File: src/rtl/codec_serial_emulator.sv
// Codec-side model of a WM8731-style DACDAT/ADCDAT serial port.
// Controller lines are resynchronised into clk. DAC frames are deserialised
// into {left,right} words. A handshaked ADC frame is shifted out on adcdat.
`timescale 1ns/1ps
module codec_serial_emulator #(
  parameter int SAMPLE_W = 16,
  parameter int MODE     = 0
) (
  input  logic                  clk,
  input  logic                  reset,
  input  logic                  bclk,
  input  logic                  daclrc,
  input  logic                  dacdat,
  input  logic                  adclrc,
  output logic                  adcdat,
  output logic [2*SAMPLE_W-1:0] rx_data,
  output logic                  rx_valid,
  output logic                  rx_err,
  input  logic [2*SAMPLE_W-1:0] tx_data,
  input  logic                  tx_valid,
  output logic                  tx_ready,
  output logic                  tx_underrun
);

  localparam int               CNT_W    = $clog2(SAMPLE_W + 1);
  localparam logic [CNT_W-1:0] CNT_FULL = CNT_W'(SAMPLE_W);
  localparam logic             I2S      = (MODE == 1);

  // Sync vector bit order: 0 bclk, 1 dacdat, 2 daclrc, 3 adclrc.
  // LRC stages reset high so an idle-high LRC shows no edge after reset.
  localparam logic [3:0] SYNC_RST = 4'b1100;
  // Edge vector bit order: 0 bclk, 1 daclrc, 2 adclrc.
  localparam logic [2:0] EDGE_RST = 3'b110;

  typedef enum logic [1:0] {TX_IDLE, TX_SLOT, TX_SHIFT} tx_state_t;

  logic [3:0] sync_in, sync_ff1, sync_ff2;
  logic [2:0] edge_s, edge_d, edge_r, edge_f;
  logic       bclk_r, bclk_f, dlrc_r, dlrc_f, alrc_r, alrc_f;
  logic       dacdat_s, daclrc_s;

  logic [SAMPLE_W-1:0] left_sr, right_sr;
  logic [CNT_W-1:0]    left_cnt, right_cnt;
  logic                rx_slot, rx_armed;
  logic                take_bit;
  logic [SAMPLE_W-1:0] first_bit;

  logic [2*SAMPLE_W-1:0] hold_data;
  logic [SAMPLE_W-1:0]   right_latch;
  logic [SAMPLE_W-1:0]   load_word;

  tx_state_t           tx_state, tx_state_next;
  logic [SAMPLE_W-1:0] tx_sr, tx_sr_next;
  logic [CNT_W-1:0]    tx_cnt, tx_cnt_next;
  logic                adcdat_next;

  assign sync_in  = {adclrc, daclrc, dacdat, bclk};
  assign edge_s   = {sync_ff2[3], sync_ff2[2], sync_ff2[0]};
  assign dacdat_s = sync_ff2[1];
  assign daclrc_s = sync_ff2[2];

  // Two-flop synchronizers plus one delay stage for edge detection.
  always_ff @(posedge clk or posedge reset) begin
    if (reset) begin
      sync_ff1 <= SYNC_RST;
      sync_ff2 <= SYNC_RST;
      edge_d   <= EDGE_RST;
    end else begin
      sync_ff1 <= sync_in;
      sync_ff2 <= sync_ff1;
      edge_d   <= edge_s;
    end
  end

  for (genvar gi = 0; gi < 3; gi++) begin : g_edge
    assign edge_r[gi] = edge_s[gi] & ~edge_d[gi];
    assign edge_f[gi] = ~edge_s[gi] & edge_d[gi];
  end

  assign bclk_r = edge_r[0];
  assign bclk_f = edge_f[0];
  assign dlrc_r = edge_r[1];
  assign dlrc_f = edge_f[1];
  assign alrc_r = edge_r[2];
  assign alrc_f = edge_f[2];

  // In I2S mode the first bclk rise of a channel is a slot bit; a rise that
  // coincides with the LRC edge is that slot bit itself.
  assign take_bit  = bclk_r && !(I2S && (dlrc_r || dlrc_f || rx_slot));
  assign first_bit = {{(SAMPLE_W-1){1'b0}}, dacdat_s};

  // DAC receive: per-channel shift and count, publish on each left-channel start.
  always_ff @(posedge clk or posedge reset) begin
    if (reset) begin
      left_sr   <= '0;
      right_sr  <= '0;
      left_cnt  <= '0;
      right_cnt <= '0;
      rx_slot   <= 1'b0;
      rx_armed  <= 1'b0;
      rx_data   <= '0;
      rx_valid  <= 1'b0;
      rx_err    <= 1'b0;
    end else begin
      rx_valid <= 1'b0;
      if (dlrc_r && rx_armed) begin
        rx_data  <= {left_sr, right_sr};
        rx_valid <= 1'b1;
        rx_err   <= (left_cnt < CNT_FULL) || (right_cnt < CNT_FULL);
      end
      if (dlrc_f) begin
        rx_armed <= 1'b1;
      end

      if (dlrc_r || dlrc_f) begin
        rx_slot <= I2S && !bclk_r;
      end else if (bclk_r) begin
        rx_slot <= 1'b0;
      end

      if (dlrc_r) begin
        left_sr  <= take_bit ? first_bit : '0;
        left_cnt <= take_bit ? CNT_W'(1) : '0;
      end else if (take_bit && daclrc_s && (left_cnt != CNT_FULL)) begin
        left_sr  <= {left_sr[SAMPLE_W-2:0], dacdat_s};
        left_cnt <= left_cnt + CNT_W'(1);
      end

      if (dlrc_f) begin
        right_sr  <= take_bit ? first_bit : '0;
        right_cnt <= take_bit ? CNT_W'(1) : '0;
      end else if (take_bit && !daclrc_s && (right_cnt != CNT_FULL)) begin
        right_sr  <= {right_sr[SAMPLE_W-2:0], dacdat_s};
        right_cnt <= right_cnt + CNT_W'(1);
      end
    end
  end

  // Holding register and frame latch; tx_ready low means the holding register is full.
  always_ff @(posedge clk or posedge reset) begin
    if (reset) begin
      hold_data   <= '0;
      right_latch <= '0;
      tx_ready    <= 1'b1;
      tx_underrun <= 1'b0;
    end else begin
      tx_underrun <= 1'b0;
      if (alrc_r) begin
        if (!tx_ready) begin
          right_latch <= hold_data[SAMPLE_W-1:0];
          tx_ready    <= 1'b1;
        end else begin
          right_latch <= '0;
          tx_underrun <= 1'b1;
        end
      end
      // A write coinciding with an underrun load is kept for the next frame.
      if (tx_valid && tx_ready) begin
        hold_data <= tx_data;
        tx_ready  <= 1'b0;
      end
    end
  end

  // Left word comes straight from the holding register, right word from the latch.
  assign load_word = alrc_r ? (tx_ready ? '0 : hold_data[2*SAMPLE_W-1:SAMPLE_W])
                            : right_latch;

  // Serializer state register.
  always_ff @(posedge clk or posedge reset) begin
    if (reset) begin
      tx_state <= TX_IDLE;
      tx_sr    <= '0;
      tx_cnt   <= '0;
      adcdat   <= 1'b0;
    end else begin
      tx_state <= tx_state_next;
      tx_sr    <= tx_sr_next;
      tx_cnt   <= tx_cnt_next;
      adcdat   <= adcdat_next;
    end
  end

  // Serializer next state: an LRC load takes priority over a coincident bclk fall.
  always_comb begin
    tx_state_next = tx_state;
    tx_sr_next    = tx_sr;
    tx_cnt_next   = tx_cnt;
    adcdat_next   = adcdat;
    if (alrc_r || alrc_f) begin
      tx_sr_next = load_word;
      if (I2S) begin
        tx_state_next = TX_SLOT;
        tx_cnt_next   = '0;
        adcdat_next   = 1'b0;
      end else begin
        tx_state_next = TX_SHIFT;
        tx_cnt_next   = CNT_W'(1);
        adcdat_next   = load_word[SAMPLE_W-1];
      end
    end else if (bclk_f) begin
      case (tx_state)
        TX_SLOT: begin
          tx_state_next = TX_SHIFT;
          tx_cnt_next   = CNT_W'(1);
          adcdat_next   = tx_sr[SAMPLE_W-1];
        end
        TX_SHIFT: begin
          if (tx_cnt != CNT_FULL) begin
            tx_sr_next  = {tx_sr[SAMPLE_W-2:0], 1'b0};
            tx_cnt_next = tx_cnt + CNT_W'(1);
            adcdat_next = tx_sr[SAMPLE_W-2];
          end else begin
            tx_state_next = TX_IDLE;
            tx_cnt_next   = '0;
            adcdat_next   = 1'b0;
          end
        end
        default: begin
          adcdat_next = 1'b0;
        end
      endcase
    end
  end

endmodule
File: config.mk
export PLATFORM = sky130hd
export DESIGN_NAME = codec_serial_emulator
export DESIGN_NICKNAME = d
export VERILOG_FILES = /design/src/rtl/codec_serial_emulator.sv
export SDC_FILE = /design/constraint.sdc
export NUM_CORES = 1
export LEC_CHECK = 0
export ABC_AREA = 1
export BUFFER_PORTS_ARGS = -buffer_cell sky130_fd_sc_hd__buf_2
export CORE_MARGIN = 3
export CORE_UTILIZATION = 55
export DETAILED_ROUTE_END_ITERATION = 6
export PLACE_DENSITY_LB_ADDON = 0.12
export SLEW_MARGIN = 20
export SYNTH_ARGS = -nofsm -noshare
export SYNTH_HDL_FRONTEND = slang
export SYNTH_SLANG_ARGS = --single-unit
File: constraint.sdc
create_clock -name clk -period 11.54 [get_ports clk]
set_clock_uncertainty 0.05 [all_clocks]
set_input_delay 1.731 -clock clk [delete_from_list [all_inputs] [get_ports clk]]
set_output_delay 1.731 -clock clk [all_outputs]
set_load 0.05 [all_outputs]
==> metrics.cfg, run 1 <==
[hold_path]
hold_path.class=reg2reg
holdPathStages=0
hold_start=sync_ff1[0]
min_to=sync_ff2[0]

[cells_and_area]
nets=950
n_antenna_cell=0
area.growth.synth_to_final_pct=15.0
drive_above_1_share=0.147
finalInstanceArea_sq_mm=0.00800

[clock_tree]
cts-htree-levels=4
cts_setup_buffers=0
cts_resized=0
holdBufCountCts=0
numClockSinks=160
clkLatencyLatePin_ps=420
root_buffer=clkbuf_16
cts_max_path_buffers=2
cts_tree=done
clk_pin_slew_ps=60
numCtsBuffers=17

[yosys]
yosys.cell_types.count=29
ys_seq_area_frac=0.577
synth_nets=890
synth_top_area_share=0.551
ys_ff_latch=160
synthTopCellsByArea=dfrtp_1, nand2_1, nand3_1
synth_area_sq_mm=0.00695
synth.largest_area_cell=dfrtp_1
synth.avg_cell_area_sq_um=8.24
syn_inst=844
yosysWarnings=0

[setup_path]
path_cells=buf_2
critPathLaunchType=flip-flop
ff2ff_setup_slack_ps=8910
worst_ep_required_time_ps=9760
max_stage_delay_ps=580
cp_top_family=flip-flops
critPathMaxFanout=5
worstSetupPathType=reg2out
reg2reg_to=tx_sr[1]
rr_startpoint=edge_d[2]
r2r_cells=6
path_buf_inv=1
worstSetupPathDepth=1
end_kind=output port
arrival_ps=1280
slowest_stage=dfstp_2

[grt]
antenna_found_initial=0
grt_overflow_total=0
gr-usage-all-layers=0.210
grt_pass1_vias=5152
grt_max_degree=85
grt_pass1_wl_mm=24.0

[placement]
place_congestion=0.846
pre_cts_slack_ps=8070
io_buffers=75
placed_area_sq_mm=0.00735
hpwl_mm=9.22

[sta]
fmax_ghz=0.326
tightest_slew_ps=987
tns_ps=0
min_period_ps=3060
fin_crit_sh=0.266
rsz0062_at_grt=false
timing.final.ws_setup_ps=8480
setup_viol_count_final=0
hold_viol_final=0
drv_slew=0
worst_hold_slack_ps=302
max_slew_margin=0.341

[die]
fp.dieArea_sq_mm=0.0140
ios=76
die_h_microns=118
die_w_microns=118
floorplan.initialDensity=0.572
rows=40
core_area_sq_mm=0.0122

[route]
first_pass_iters=5
vias=5447
viasPerCell=5.02
first_iter_violations=468
drc=0
ant_nets=0
wl_per_cell_microns=12.9
drt_wl_total_mm=14.0

[power_and_ir_drop]
p_sw_uw=461
swShare=0.289
leakage_uw=0.00455
p_per_area_mw_per_mm2=199
comb_power_share=0.172
pwr-share-seq=0.450
clkPwrFrac=0.378
power.internal_uw=1130
irDropWorstVdd_mv=0.104

[status]
outcome=complete, no violations

[flow_run]
maxCapViolations=0

==> worst max path at each step <==
stage                     slack (ps)     endpoint      from
after floorplan                 5450       adcdat     reset
after global placement          8080  rx_data[28]     reset
after detailed placement        8070     rx_valid     reset
after CTS                       8460     tx_ready  tx_ready
after global routing            8290  rx_data[17]     reset
final                           8480     tx_ready  tx_ready
==> cell type report <==
type	count	area [sq um]
fillers	1011	4160
well taps	168	210
clock buffers	22	494
flip-flops and latches	160	4010
repair buffers	77	390
inverters	65	249
multi-input cells	583	2490
clock inverters	10	155
==> cells in the mapped netlist <==
cell,n
nor2_2,2
o21ai_2,2
nand3b_1,1
or2_2,2
nand4_1,11
nand2_1,418
a22o_1,2
o22ai_1,1
clkinv_1,1
inv_2,4
nand3_1,64
buf_1,1
clkbuf_1,9
nand2_2,4
o21ai_1,1
a21oi_1,10
ha_1,7
buf_4,5
nand3_2,1
inv_1,60
buf_6,5
buf_2,16
nand2_4,1
nor2_1,28
dfrtp_1,153
xor2_1,2
dfstp_2,7
nor2_4,2
o21ai_0,24
==> power groups by stage <==
stage | Combinational, uW | Clock [uW] | Sequential (uW)
2_1_floorplan | 162 | 0 | 763
3_3_place_gp | 266 | 0 | 720
3_5_place_dp | 275 | 0 | 724
4_1_cts | 277 | 612 | 716
5_1_grt | 310 | 638 | 727
6_report | 274 | 601 | 717
==> per-layer routing <==
metal	part of all wire	track usage
met5	0	0
met4	0.021	0.0797
met3	0.044	0.0450
met2	0.48	0.339
met1	0.46	0.282
==> kinds of logic (layout without fill, tap and decap cells) <==
logic type      after synthesis  after routing  share of synthesized area
xor+xnor                      2              2                    0.00252
fa+ha+maj                     7              7                     0.0126
buf+inv                     101            174                     0.0655
compound gates               40             40                     0.0311
simple gates                534            534                      0.311
flops                       160            160                      0.577
==> sequential cells by signal, summed over array words and instances (netlist names), 15 cells and up <==
name         cells
hold_data       32
rx_data         32
left_sr         16
right_latch     16
right_sr        16
tx_sr           15
==> layout by cell type, fill, tap and decap left out, types with 2 or more instances in the layout <==
cell type	count
a22o_1	2
inv_1	59
nand2_2	4
ha_1	7
buf_2	75
clkbuf_16	17
clkinv_2	4
clkinvlp_4	2
o21ai_2	2
or2_2	2
buf_4	2
bufinv_16	4
nor2_2	2
nand4_1	11
nand2_1	418
dfrtp_1	153
xor2_1	2
inv_2	4
a21oi_1	10
nand3_1	64
clkbuf_8	5
nor2_1	28
o21ai_0	24
dfstp_2	7
nor2_4	2
==> stage by stage <==
stage / utilization / std cells / power (uW)
after global placement: 0.604 / 1053 / 987
final: 0.658 / 1085 / 1590
after CTS: 0.658 / 1085 / 1600
after floorplan: - / 844 / 925
after detailed placement: 0.604 / 1053 / 999
after global routing: 0.658 / 1085 / 1670
Power figures use the tool's default switching activity.
==> run 2, diff against run 1 <==
--- a/config.mk
+++ b/config.mk
@@ -5,10 +5,10 @@
 export SDC_FILE = /design/constraint.sdc
 export NUM_CORES = 1
 export LEC_CHECK = 0
-export ABC_AREA = 1
+export ABC_AREA = 0
 export BUFFER_PORTS_ARGS = -buffer_cell sky130_fd_sc_hd__buf_2
 export CORE_MARGIN = 3
-export CORE_UTILIZATION = 55
+export CORE_UTILIZATION = 53
 export DETAILED_ROUTE_END_ITERATION = 6
 export PLACE_DENSITY_LB_ADDON = 0.12
 export SLEW_MARGIN = 20
==> constraint.sdc (replaced) <==
create_clock -name clk -period 2.8 [get_ports clk]
set_clock_uncertainty 0.05 [all_clocks]
set_input_delay 0.42 -clock clk [delete_from_list [all_inputs] [get_ports clk]]
set_output_delay 0.42 -clock clk [all_outputs]
set_load 0.05 [all_outputs]
==> run 2 against run 1 <==
Effect of this change:
- largest cell class unchanged
- design area about the same
- combinational power grew to 2.9 times the previous value
- via count decreased by 13%
- critical path type is now reg2reg
- die area up 1.8%
- sequential share of layout area barely moved
- worst setup slack got worse by 7700 ps
- highest routed layer unchanged
- global-route usage decreased by 1.4 points
==> metrics.cfg, run 2 <==
[grt]
grt_pass1_vias=4698  ; -8.8%
grt_max_degree=59  ; -31%
antenna_found_initial=0  ; unchanged
gr-usage-all-layers=0.197  ; -0.0137
grt_pass1_wl_mm=22.8  ; -5.0%
grt_overflow_total=0  ; unchanged

[yosys]
synth_compound_area_frac=0.130  ; +0.0984
synth_top_area_share=0.561  ; +0.0101
synthXorXnorAreaFrac=0  ; -0.00252
synthTopCellsByArea=dfrtp_1, mux2_2, o21ai_0
synthSimpleGateAreaFrac=0.128  ; -0.183
synth_top_family_by_area=compound AO/OA/AOI/OAI gates
synth_area_sq_mm=0.00683  ; -1.8%
yosys.cell_types.count=43  ; +48%
synthFlopType=dfrtp_1
synth_nets=627  ; -30%
yosysWarnings=0  ; unchanged
ys_ff_latch=160  ; unchanged
synth-edff-count=0  ; unchanged
async_flop_share=1.00  ; unchanged
syn_inst=581  ; -31%
synth_most_common_cell=dfrtp_1
netlist_top_cells_count=dfrtp_1, mux2_2, o21ai_0
synth.largest_area_cell=dfrtp_1
synth.avg_cell_area_sq_um=11.8  ; +43%
synth_mux_area_frac=0.107  ; +0.107
synthAdderAreaFrac=0.0128  ; +0.000231
ys_seq_area_frac=0.588  ; +0.0106

[sta]
drv_slew=0  ; unchanged
worst_hold_slack_ps=49.7  ; -252 ps
rsz0062_at_grt=false
max_slew_margin=0.521  ; +0.179
tns_ps=0  ; unchanged
setup_viol_count_final=0  ; unchanged
hold_viol_final=0  ; unchanged
fmax_ghz=0.498
min_period_ps=2010
timing.final.ws_setup_ps=791  ; -7680 ps
fin_crit_sh=0.717
tightest_slew_ps=718  ; -269 ps

[route]
viasPerCell=5.69  ; +13%
drc=0  ; unchanged
ant_nets=0  ; unchanged
vias=4714  ; -13%
first_pass_iters=4  ; -1
wl_per_cell_microns=16.0  ; +24%
first_iter_violations=288  ; -38%
drt_wl_total_mm=13.3  ; -5.6%

[setup_path]
end_kind=flip-flop
worstSetupPathType=reg2reg
path_cells=and3b_1 -> nand4_1 -> o211ai_1
critPathLaunchType=flip-flop
slowest_stage=dfstp_2
max_stage_delay_ps=820  ; +240 ps
arrival_ps=2290  ; +1010 ps
critPathMaxFanout=30  ; +25
worst_ep_required_time_ps=3080  ; -6680 ps

[die]
die_h_microns=120  ; +0.90%
ios=76  ; unchanged
fp.dieArea_sq_mm=0.0143  ; +1.8%
floorplan.initialDensity=0.555  ; -0.0171
rows=40  ; unchanged
die_w_microns=120  ; +0.90%
core_area_sq_mm=0.0123  ; +1.2%

[clock_tree]
numClockSinks=160  ; unchanged
cts_tree=done
root_buffer=clkbuf_16
clkLatencyLatePin_ps=420  ; about the same
cts-htree-levels=4  ; unchanged
numCtsBuffers=17  ; unchanged
clk_pin_slew_ps=60  ; about the same
cts_max_path_buffers=2  ; unchanged

[power_and_ir_drop]
totalPowerFinal_uw=5960  ; +270%
p_per_area_mw_per_mm2=745  ; +270%
irDropWorstVdd_mv=0.572  ; +450%
leakage_uw=0.00372  ; -18%

[placement]
place_congestion=0.804  ; -5.0%
io_buffers=75  ; unchanged
pre_cts_slack_ps=737  ; -7330 ps
hpwl_mm=8.38  ; -9.1%

[cells_and_area]
n_antenna_cell=0  ; unchanged
final_cell_mix=dfrtp_1, buf_2, mux2_2
largest_registers=hold_data (32), rx_data (32)
fin_util=0.649  ; -0.00832
layout_commonest_cell=dfrtp_1
drive_above_1_share=0.295  ; +0.148
area.growth.synth_to_final_pct=17.1
nets=693  ; -27%

[flow_run]
maxCapViolations=0  ; unchanged

[status]
outcome=complete, no violations

[hold_path]
hold_path.class=in2reg

## run 2: worst paths after layout
kind	cells past startpoint	start	slack, ps	endpoint
max in group asynchronous	4	reset	1480	tx_ready
setup reg to reg	3	sync_ff2[2]	790	left_sr[6]
hold reg to reg	0	sync_ff1[3]	310	sync_ff2[3]
setup / recovery	3	sync_ff2[2]	790	left_sr[6]
min in group asynchronous	3	reset	450	hold_data[30]
hold / removal	1	daclrc	50	sync_ff1[2]
## run 2: where the power goes
| group | switching [uW] | internal [uW] | leakage [uW] |
|---|---|---|---|
| Combinational | 421 | 387 | 0.00137 |
| Clock | 863 | 1410 | 0.000296 |
| Sequential | 203 | 2670 | 0.00205 |
| Total | 1490 | 4470 | 0.00372 |
## run 2: kinds of logic after synthesis
group                    Yosys count
AO/OA/AOI/OAI                    140
AND/OR/NAND/NOR                  151
buffers and inverters             58
multiplexers                      65
flip-flops                       160
adder cells (fa/ha/maj)            7
## run 2: repair_timing
action | in CTS | in global routing
setup buffers | 0 | 0
endpoints found under the hold margin | 4 | 0
hold buffers | 1 | 0
gates resized for setup | 0 | 0
## run 2: worst max-delay path: cells and delay by family, from the launching register on
| family | cells | cell delay, ps |
|---|---|---|
| simple gates | 2 | 910 |
| flops | 1 | 820 |
| compound gates | 1 | 130 |
## run 2: area by class of cell
type	count	area, sq um
Fill cell	988	4320
Sequential cell	160	4010
Multi-Input combinational cell	363	2600
Clock buffer	28	547
Timing Repair Buffer	91	523
Tap cell	168	210
Inverter	14	56.3
Clock inverter	4	45.0
## run 2: stage by stage
step           std cells  instance area (sq um)
5_1_grt              828                   7990
6_report             828                   7990
3_5_place_dp         795                   7390
4_1_cts              828                   7990
2_1_floorplan        581                   6830
3_3_place_gp         795                   7380
## run 2: per-layer routing
| metal | track usage | share of wire | vias to the layer above |
|---|---|---|---|
| met5 | 0 | 0 | - |
| met4 | 0.0823 | 0.015 | 0 |
| met3 | 0.0429 | 0.037 | 15 |
| met2 | 0.322 | 0.49 | 109 |
| met1 | 0.256 | 0.45 | 2362 |
| li1 | - | - | 2228 |
